===== src/rtl/pc_branch_unit_if.sv =====
// Fetch-control bundle between decode and pc_branch_unit: the master drives control, the slave returns PC state.
// Carries no storage of its own. Stall is level-based: while it is high the unit holds all of its state.
interface pc_branch_unit_if #(
   parameter int ADDR_W = 32,
   parameter int IM_W   = 15
);
   logic              stall;
   logic [1:0]        pc_sel;
   logic              br_cond;
   logic [IM_W-1:0]   imm;
   logic [ADDR_W-1:0] jr_addr;
   logic [ADDR_W-1:0] pc;
   logic [ADDR_W-1:0] pc_2;
   logic [ADDR_W-1:0] bra;
   logic              redirect;
   logic              flush;
   logic              bra_ovf;

   modport master (
      output stall, pc_sel, br_cond, imm, jr_addr,
      input  pc, pc_2, bra, redirect, flush, bra_ovf
   );

   modport slave (
      input  stall, pc_sel, br_cond, imm, jr_addr,
      output pc, pc_2, bra, redirect, flush, bra_ovf
   );
endinterface


===== src/rtl/pc_branch_unit.sv =====
// PC register, pipelined pc+1, branch target and wrong-path squash; PC_BRANCH_OVF_EN adds a registered branch-wrap flag.
// Next PC appears 1 clock after pc_sel/imm, and the first correct-path decode follows FLUSH_CYCLES+1 clocks after a redirect. A stall freezes every register.
module pc_branch_unit #(
   parameter int                ADDR_W       = 32,
   parameter int                IM_W         = 15,
   parameter logic [ADDR_W-1:0] RESET_PC     = '0,
   parameter int                FLUSH_CYCLES = 1
) (
   input logic             clk,
   input logic             rst_n,
   pc_branch_unit_if.slave bus
);

   typedef enum logic [0:0] {RUN, FLUSH} state_t;

   state_t            state;
   logic [1:0]        flushCnt;
   logic              flushQ;
   logic [ADDR_W-1:0] pcQ;
   logic [ADDR_W-1:0] pc2Q;
   logic [ADDR_W-1:0] pcInc;
   logic [ADDR_W-1:0] immSext;
   logic [ADDR_W-1:0] braSum;
   logic [ADDR_W-1:0] nextPc;
   logic              takeJump;
   logic              takeBranch;
   logic              redirect;

   assign pcInc   = pcQ + 1'b1;
   assign immSext = {{(ADDR_W-IM_W){bus.imm[IM_W-1]}}, bus.imm};

`ifdef PC_BRANCH_OVF_EN
   logic [ADDR_W:0] braWide;
   logic            carryOut;
   logic            wrapWrong;
   logic            braOvfQ;

   assign braWide  = {1'b0, pc2Q} + {1'b0, immSext};
   assign braSum   = braWide[ADDR_W-1:0];
   assign carryOut = braWide[ADDR_W];
   // A forward offset must not carry; a backward offset must carry.
   assign wrapWrong = immSext[ADDR_W-1] ? ~carryOut : carryOut;

   always_ff @(posedge clk or negedge rst_n) begin
      if (!rst_n) begin
         braOvfQ <= 1'b0;
      end else if (!bus.stall) begin
         braOvfQ <= takeBranch && redirect && wrapWrong;
      end
   end

   assign bus.bra_ovf = braOvfQ;
`else
   assign braSum      = pc2Q + immSext;
   assign bus.bra_ovf = 1'b0;
`endif

   assign takeJump   = (bus.pc_sel == 2'b10);
   assign takeBranch = (bus.pc_sel == 2'b01) && bus.br_cond;
   // During FLUSH the requester is being squashed, so its pc_sel is not honoured.
   assign redirect   = (state == RUN) && !bus.stall && (takeJump || takeBranch);

   always_comb begin
      nextPc = pcInc;
      if (state == RUN) begin
         if (takeJump) begin
            nextPc = bus.jr_addr;
         end else if (takeBranch) begin
            nextPc = braSum;
         end else if (bus.pc_sel == 2'b11) begin
            nextPc = pcQ;
         end
      end
   end

   always_ff @(posedge clk or negedge rst_n) begin
      if (!rst_n) begin
         state    <= RUN;
         flushCnt <= 2'd0;
         flushQ   <= 1'b0;
         pcQ      <= RESET_PC;
         pc2Q     <= '0;
      end else if (!bus.stall) begin
         pc2Q <= pcInc;
         pcQ  <= nextPc;
         case (state)
            RUN: begin
               if (redirect) begin
                  state    <= FLUSH;
                  flushCnt <= 2'(FLUSH_CYCLES - 1);
                  flushQ   <= 1'b1;
               end
            end
            FLUSH: begin
               if (flushCnt == 2'd0) begin
                  state  <= RUN;
                  flushQ <= 1'b0;
               end else begin
                  flushCnt <= flushCnt - 2'd1;
               end
            end
            default: begin
               state  <= RUN;
               flushQ <= 1'b0;
            end
         endcase
      end
   end

   assign bus.pc       = pcQ;
   assign bus.pc_2     = pc2Q;
   assign bus.bra      = braSum;
   assign bus.redirect = redirect;
   assign bus.flush    = flushQ;

endmodule


===== src/flat_wrapper.sv =====
// flat-port wrapper written by rule: the top's interface ports become plain ports
module pc_branch_unit_flat 
#(
   parameter int                ADDR_W       = 32,
   parameter int                IM_W         = 15,
   parameter logic [ADDR_W-1:0] RESET_PC     = '0,
   parameter int                FLUSH_CYCLES = 1
)
  (clk, rst_n, bus_stall, bus_pc_sel, bus_br_cond, bus_imm, bus_jr_addr, bus_pc, bus_pc_2, bus_bra, bus_redirect, bus_flush, bus_bra_ovf);
  pc_branch_unit_if #(.ADDR_W(ADDR_W), .IM_W(IM_W)) bus_i ();
  input logic clk;
  input logic rst_n;
  input wire logic [$bits(bus_i.stall)-1:0] bus_stall;
  input wire logic [$bits(bus_i.pc_sel)-1:0] bus_pc_sel;
  input wire logic [$bits(bus_i.br_cond)-1:0] bus_br_cond;
  input wire logic [$bits(bus_i.imm)-1:0] bus_imm;
  input wire logic [$bits(bus_i.jr_addr)-1:0] bus_jr_addr;
  output wire logic [$bits(bus_i.pc)-1:0] bus_pc;
  output wire logic [$bits(bus_i.pc_2)-1:0] bus_pc_2;
  output wire logic [$bits(bus_i.bra)-1:0] bus_bra;
  output wire logic [$bits(bus_i.redirect)-1:0] bus_redirect;
  output wire logic [$bits(bus_i.flush)-1:0] bus_flush;
  output wire logic [$bits(bus_i.bra_ovf)-1:0] bus_bra_ovf;
  assign bus_i.stall = bus_stall;
  assign bus_i.pc_sel = bus_pc_sel;
  assign bus_i.br_cond = bus_br_cond;
  assign bus_i.imm = bus_imm;
  assign bus_i.jr_addr = bus_jr_addr;
  assign bus_pc = bus_i.pc;
  assign bus_pc_2 = bus_i.pc_2;
  assign bus_bra = bus_i.bra;
  assign bus_redirect = bus_i.redirect;
  assign bus_flush = bus_i.flush;
  assign bus_bra_ovf = bus_i.bra_ovf;
  pc_branch_unit #(.ADDR_W(ADDR_W), .IM_W(IM_W), .RESET_PC(RESET_PC), .FLUSH_CYCLES(FLUSH_CYCLES)) u_core (.clk(clk), .rst_n(rst_n), .bus(bus_i));
endmodule

===== config.mk =====
export PLATFORM = sky130hd
export DESIGN_NAME = pc_branch_unit_flat
export DESIGN_NICKNAME = d
export VERILOG_FILES = /design/src/rtl/pc_branch_unit_if.sv /design/src/rtl/pc_branch_unit.sv /design/src/flat_wrapper.sv
export SDC_FILE = /design/constraint.sdc
export NUM_CORES = 1
export LEC_CHECK = 0
export CORE_MARGIN = 10
export CORE_UTILIZATION = 54
export CTS_CLUSTER_SIZE = 25
export DETAILED_ROUTE_END_ITERATION = 7
export MAX_ROUTING_LAYER = met4
export PLACE_DENSITY = 0.86
export SYNTH_ARGS = -nofsm -noshare
export SYNTH_HDL_FRONTEND = slang
export SYNTH_SLANG_ARGS = --single-unit

===== constraint.sdc =====
create_clock -name clk -period 5.6 [get_ports clk]
set_clock_uncertainty 0.15 [all_clocks]
set_input_delay 1.12 -clock clk [delete_from_list [all_inputs] [get_ports clk]]
set_output_delay 1.12 -clock clk [all_outputs]
set_load 0.005 [all_outputs]

==> results by group, run 1 <==
Critical path
  – Bufs and invs on worst path: 4
  – WP data arrival: 4.24 ns
  – Critical Path RT: 4.33 ns
  – Max stage delay on crit path: 0.49 ns
  – Delay-heaviest family, CP: buffers and inverters
  – Crit path depth: 13
  – Critical setup path kind: in -> out
  – CP startpoint kind: input port
  – Critical path fanouts, max: 5
  – Critical path's slowest cell: clkdlybuf4s50_1
  – Critical path origin: bus_imm[0]
  – Worst r2r path cells: 13
  – RR Startpoint: u_core.bus.pc_2[0]
  – Critical Path End Type: primary output
  – Crit-path cells: clkdlybuf4s50_1 > ha_1 > fa_1 > a21o_1 > a221oi_4 > buf_6 > or4_1 > nand4_1 > nand3_1 > nand3_1 > xnor2_2 > inv_1 > clkdlybuf4s50_1

Layout
  – Diode count: 0
  – Layout Cells excl Fill: 996
  – Layout cells sized above 1: 9.77%
  – Final design utilization: 74.9%
  – Fin nets: 942
  – Area Overhead vs Synth: 34.9%
  – Commonest cells after routing, fill and taps aside: clkdlybuf4s50_1 (146), nand2_1 (82), dfrtp_1 (68)
  – Register area: 1700 um^2
  – Commonest non-fill, non-tap cell in the layout: clkdlybuf4s50_1
  – Area occupied by multi-input gates: 3840 um^2
  – Fillers: 766

STA
  – Min cycle time layout: 5.51 ns
  – Slew margin rel.: 14.8%
  – Endpoints failing hold: 0
  – Max frequency: 182 MHz
  – Max-slew violations: 0
  – Slew at the pin closest to its max-slew limit: 1.27 ns
  – Setup violators final: 0
  – WHS: 0.353 ns
  – Tcrit/Tclk final: 98.4%
  – Worst setup margin: 0.0916 ns

Synth
  – Flops & latches, synth: 68
  – Post-synth cell types: 70
  – EDFF count, synth: 0
  – Post-Syn Nets: 792
  – Synth Area in XOR/XNOR: 8.85%
  – Post-synthesis simple-gate area fraction: 18.5%
  – Yosys warns: 0
  – Mean area per synthesized cell: 8.14 um^2
  – Asr flop ratio synth: 100%
  – Adder-Cell Fraction of Synth Area: 7.55%
  – Compound-Gate Fraction of Synth Area: 28.2%
  – Cell Area, Synth: 5740 um^2
  – Post-synthesis mux area share: 2.68%
  – Largest family of logic cells by synthesized area: compound AO/OA/AOI/OAI gates
  – Fraction of the yosys area taken by sequential cells: 29.7%
  – Top_reg_cell synth: dfrtp_1
  – Instance count of the mapped netlist: 705

Detailed routing
  – Drt wl/cell: 22.6 um
  – Final WL: 22.5 mm
  – Vias: 6,461
  – Drt first-iter violations: 877
  – Routed Antenna Nets: 0
  – Drc violations: 0
  – Drt first pass iters: 6
  – Via density: 6.49

Min path
  – HP Class: reg -> reg
  – Hold path startpoint: u_core.bus.flush
  – Min-Delay Path Depth: 1

Run status
  – Status: complete, no violations

Global routing
  – Gr usage total: 29.5%
  – First-pass GRT wire length: 34.3 mm
  – Largest net degree at the start of global routing: 69
  – Initial antenna violation count: 0
  – Vias in the first global route: 6,222
  – Grt ovf: 0

Floorplanning
  – I/O pins: 152
  – Die area: 15,100 um^2
  – Die height: 123 um
  – Die Wd: 123 um
  – Starting Density: 55.6%
  – Row cnt: 37
  – Core Area: 10,300 um^2

Clocking
  – Cts bufs inserted: 9
  – Clk buf depth: 2
  – Clk slew on worst S/H paths: 0.07 ns
  – CTS tree: done
  – Later-pin clock latency in the skew report: 0.37 ns
  – Clock Tree Root: clkbuf_8
  – H-tree levels: 3
  – Clock sinks: 68
  – Post-CTS Hold Buffers: 0

Pwr
  – Peak VDD IR: 0.337 mV
  – Int Pwr: 2.54 mW
  – Psw: 2.05 mW
  – PD cells: 593 nW/um^2
  – Post-layout power: 4.58 mW
  – Logic pwr share: 66.8%
  – P_leak: 3.20 nW
  – Flop pwr share: 23.5%
  – Sw frac: 44.7%
  – Clock Power Share: 9.7%

Job
  – Maxcap violations: 0

Placed design
  – Routability congestion estimate: 0.947
  – Cells after DPL: 979
  – Dpl hpwl: 16.9 mm
  – Pre-CTS setup slack: -0.0258 ns
  – Count of input and output buffers: 150
routing by layer:
layer / GRT usage, % / part of all wire (%)
met2: 46.6 / 46
met3: 5.06 / 9.9
met5: - / 0
met1: 37.9 / 41
met4: 9.32 / 2.9
cell usage after synthesis, types with 3 or more instances:
cell      instances  area (um^2)
inv_1            22         82.6
and2_1            6         37.5
nor2_1           39          146
a21o_1           21          158
o21bai_1          5         37.5
o21ai_0          61          305
xnor2_1          43          377
and4_1            4         35.0
a22o_1            4         35.0
nor3_1            8         40.0
a211oi_1          5         37.5
a221oi_1          9         78.8
dfrtp_1          68         1700
o22a_1            6         52.6
a221o_1           3         30.0
o22ai_1          10         62.6
o21a_1            5         37.5
nand3_1          23          115
o211ai_1          3         22.5
nand4_1          18          113
a31oi_1           8         50.1
clkbuf_1         27          101
mux2i_1           3         30.0
a22oi_1           7         52.6
mux2_2           11          124
ha_1             33          413
a21oi_1          64          320
a31o_2            3         26.3
xor2_1           15          131
or3_1             6         37.5
buf_2            10         50.1
buf_1             4         15.0
nand2_1          83          312
nand2b_1          6         37.5
and3_1            9         56.3
nor2b_1           9         56.3
power by group through the flow:
stage               Clock (mW)  Sequential, mW  Combinational, mW
global placement             0            1.06               2.88
detailed placement           0            1.07               2.94
finish                   0.446            1.08               3.06
CTS                      0.443            1.06               2.98
global route             0.459            1.11               3.26
floorplan                    0           0.936               1.46
per-stage QoR:
step | area (um^2) | TNS [ns]
3_5_place_dp | 7460 | -0.0292
3_3_place_gp | 7460 | 0
6_report | 7740 | 0
4_1_cts | 7680 | 0
5_1_grt | 7740 | -0.00670
2_1_floorplan | 5740 | 0
path summary, 6_finish.rpt:
path                                      endpoint  slack [ns]
worst max-delay path                   bus_bra[30]        0.09
worst max register to register   u_core.bus.pc[28]        2.30
max in group asynchronous        u_core.bus.pc[19]        3.89
worst min register to register    u_core.bus.flush        0.35
min in group asynchronous       u_core.bus.pc_2[9]        0.80
worst min-delay path              u_core.bus.flush        0.35
state kept, by name, indices dropped and copies added, names as in the netlist:
signal	count
u_core.bus.flush	1
u_core.state	1
u_core.bus.pc	32
u_core.bus.pc_2	32
u_core.flushCnt	2
timing repair:
item	in CTS	in global routing
gates resized for setup	2	13
buffers inserted	0	1
gates cloned	0	0
pin swaps	0	6
endpoints found under the setup margin	2	6
layout make-up:
class	count	share of cell area [%]
Sequential cell	68	22.0
Inverter	22	1.07
Clock inverter	4	0.615
Clock buffer	12	2.01
Timing Repair Buffer	182	22.5
Tap cell	136	2.20
Multi-Input combinational cell	572	49.6
logic make-up after synthesis:
family,count (synthesis)
and+or+nand+nor,220
buffers and inverters,65
AOI/OAI and AO/OA,245
DFF,68
xor gates and xnor gates,58
adders and majority gates,34
muxes,14
other,1
Power figures use the tool's default switching activity.
==> inputs of run 2 (changes only) <==
CORE_UTILIZATION = 46   (was 54)
PLACE_DENSITY = 0.74   (was 0.86)
==> results by group, run 2 (synthesis results as in run 1) <==
STA
  – Endpoints failing hold: 0 (unchanged)
  – Max frequency: 182 MHz (about the same)
  – Slew at the pin closest to its max-slew limit: 1.11 ns (-0.163 ns)
  – Min cycle time layout: 5.50 ns (-0.00478 ns)
  – Tcrit/Tclk final: 98.3% (about the same)
  – Slew margin rel.: 25.8% (+11 points)
  – Setup TNS: 0 ns (unchanged)
  – RSZ-0062 raised after global routing: true
  – Setup violators final: 0 (unchanged)
  – Max-slew violations: 0 (unchanged)

Clocking
  – Clock sinks: 68 (unchanged)
  – H-tree levels: 3 (unchanged)
  – Later-pin clock latency in the skew report: 0.34 ns (-0.03 ns)
  – Clock Tree Root: clkbuf_16
  – CTS tree: done
  – Clk slew on worst S/H paths: 0.06 ns (about the same)
  – Clk buf depth: 2 (unchanged)
  – Cts bufs inserted: 9 (unchanged)

Floorplanning
  – Starting Density: 47.4% (-8.2 points)
  – Die area: 17,300 um^2 (+14%)
  – I/O pins: 152 (unchanged)
  – Core Area: 12,100 um^2 (+17%)
  – Die height: 132 um (+7.0%)
  – Row cnt: 40 (+8.1%)
  – Die Wd: 132 um (+7.0%)

Global routing
  – Grt ovf: 0 (unchanged)
  – Vias in the first global route: 6,361 (+2.2%)
  – First-pass GRT wire length: 37.4 mm (+9.0%)
  – Initial antenna violation count: 0 (unchanged)
  – Gr usage total: 27.6% (-1.9 points)
  – Largest net degree at the start of global routing: 52 (-25%)

Pwr
  – Logic pwr share: 65.6% (-1.2 points)
  – Flop pwr share: 22.6% (-0.9 points)
  – PD cells: 591 nW/um^2 (-0.27%)
  – Psw: 2.03 mW (-1.2%)
  – Sw frac: 43.3% (-1.4 points)
  – Clock Power Share: 11.8% (+2.1 points)
  – Peak VDD IR: 0.285 mV (-16%)
  – Post-layout power: 4.68 mW (+2.0%)
  – Int Pwr: 2.65 mW (+4.6%)
  – P_leak: 3.29 nW (+2.7%)

Critical path
  – Critical path fanouts, max: 5 (unchanged)
  – CP startpoint kind: input port
  – Critical Path RT: 4.33 ns (about the same)
  – Critical setup path kind: in -> out
  – Critical Path End Type: primary output
  – WP data arrival: 4.23 ns (about the same)

Layout
  – Commonest cells after routing, fill and taps aside: clkdlybuf4s50_1 (145), nand2_1 (83), dfrtp_1 (68)
  – Finished Cell Area: 7910 um^2 (+2.3%)
  – Layout cells sized above 1: 10.3% (+0.51 points)
  – Commonest non-fill, non-tap cell in the layout: clkdlybuf4s50_1
  – Fin nets: 950 (+0.85%)
  – Area Overhead vs Synth: 37.9%
  – Diode count: 0 (unchanged)
  – Layout Cells excl Fill: 1,034 (+3.8%)
  – Final design utilization: 65.3% (-9.6 points)

Detailed routing
  – Routed Antenna Nets: 0 (unchanged)
  – Drt first-iter violations: 701 (-20%)
  – Via density: 6.22 (-4.1%)
  – Vias: 6,435 (-0.40%)
  – Drt first pass iters: 5 (-1)
  – Drt wl/cell: 23.1 um (+1.9%)
  – Drc violations: 0 (unchanged)
  – Final WL: 23.9 mm (+5.8%)

Placed design
  – Count of input and output buffers: 150 (unchanged)
  – Placement Cell Area: 7570 um^2 (+1.5%)
  – Dpl hpwl: 18.1 mm (+6.8%)
  – Routability congestion estimate: 0.977 (+3.1%)
  – Cells after DPL: 1,019 (+4.1%)

Job
  – Maxcap violations: 0 (unchanged)

Run status
  – Status: complete, no violations

Min path
  – HP Class: reg -> reg
[run 2: cell count changes in the layout (fill, tap and decap cells not counted), sizes merged]
| cell | previous run | this run |
|---|---|---|
| buf | 34 | 42 |
| bufinv | 1 | 0 |
| clkdlybuf4s50 | 146 | 145 |
| clkinvlp | 1 | 0 |
| dlymetal6s2s | 2 | 3 |
[run 2: final cells by class]
type | count | area, um^2
Multi-Input combinational cell | 572 | 3840
Fill cell | 1125 | 4200
Clock buffer | 12 | 267
Timing Repair Buffer | 190 | 1800
Sequential cell | 68 | 1700
Tap cell | 168 | 210
Inverter | 22 | 82.6
Clock inverter | 2 | 10.0
[run 2: power groups by stage]
stage | clock network [mW] | registers [mW] | logic (mW)
floorplan | 0 | 0.936 | 1.46
global placement | 0 | 1.04 | 2.96
detailed placement | 0 | 1.05 | 2.98
CTS | 0.553 | 1.04 | 3.01
global route | 0.575 | 1.09 | 3.30
finish | 0.551 | 1.06 | 3.07
[run 2: critical path, stage by stage]
cell and delay [ns]:
clkdlybuf4s50_1 0.48, ha_1 0.32, a21o_1 0.13, and4_1 0.30, o2111ai_2 0.17, a2111o_1 0.51, a21oi_4 0.26, a31oi_1 0.14
xnor2_1 0.24, clkdlybuf4s50_1 0.57
[run 2: repair_timing]
item                                   in CTS  in global routing
endpoints found under the hold margin       0                  0
hold buffers                                0                  0
gates resized for setup                     1                 11
pin swaps                                   0                  5
setup endpoints to repair                   2                 12
setup buffers                               0                  1
[run 2: routing by layer]
metal  GRT usage (%)  part of all wire, %
met5               -                    0
met4            8.65                  1.9
met3            4.15                  7.9
met2            43.3                   47
met1            35.8                   43
[run 2: final timing paths]
path,from,to,slack (ns),cells after the start
setup / recovery,bus_imm[1],bus_bra[27],0.1,10
hold / removal,u_core.bus.flush,u_core.bus.flush,0.35,1
setup reg to reg,u_core.bus.pc[5],u_core.bus.pc[31],2.20,8
hold reg to reg,u_core.bus.flush,u_core.bus.flush,0.35,1
max in group asynchronous,rst_n,u_core.bus.pc_2[16],3.56,2
min in group asynchronous,rst_n,u_core.bus.pc[4],0.70,1
[run 2: stage by stage]
stage          hold slack [ns]  setup WS (ns)
2_1_floorplan            0.324           1.20
3_3_place_gp             0.316         0.0475
3_5_place_dp             0.328        0.00282
4_1_cts                  0.346         0.0274
5_1_grt                  0.361        -0.0198
6_report                 0.347         0.0964
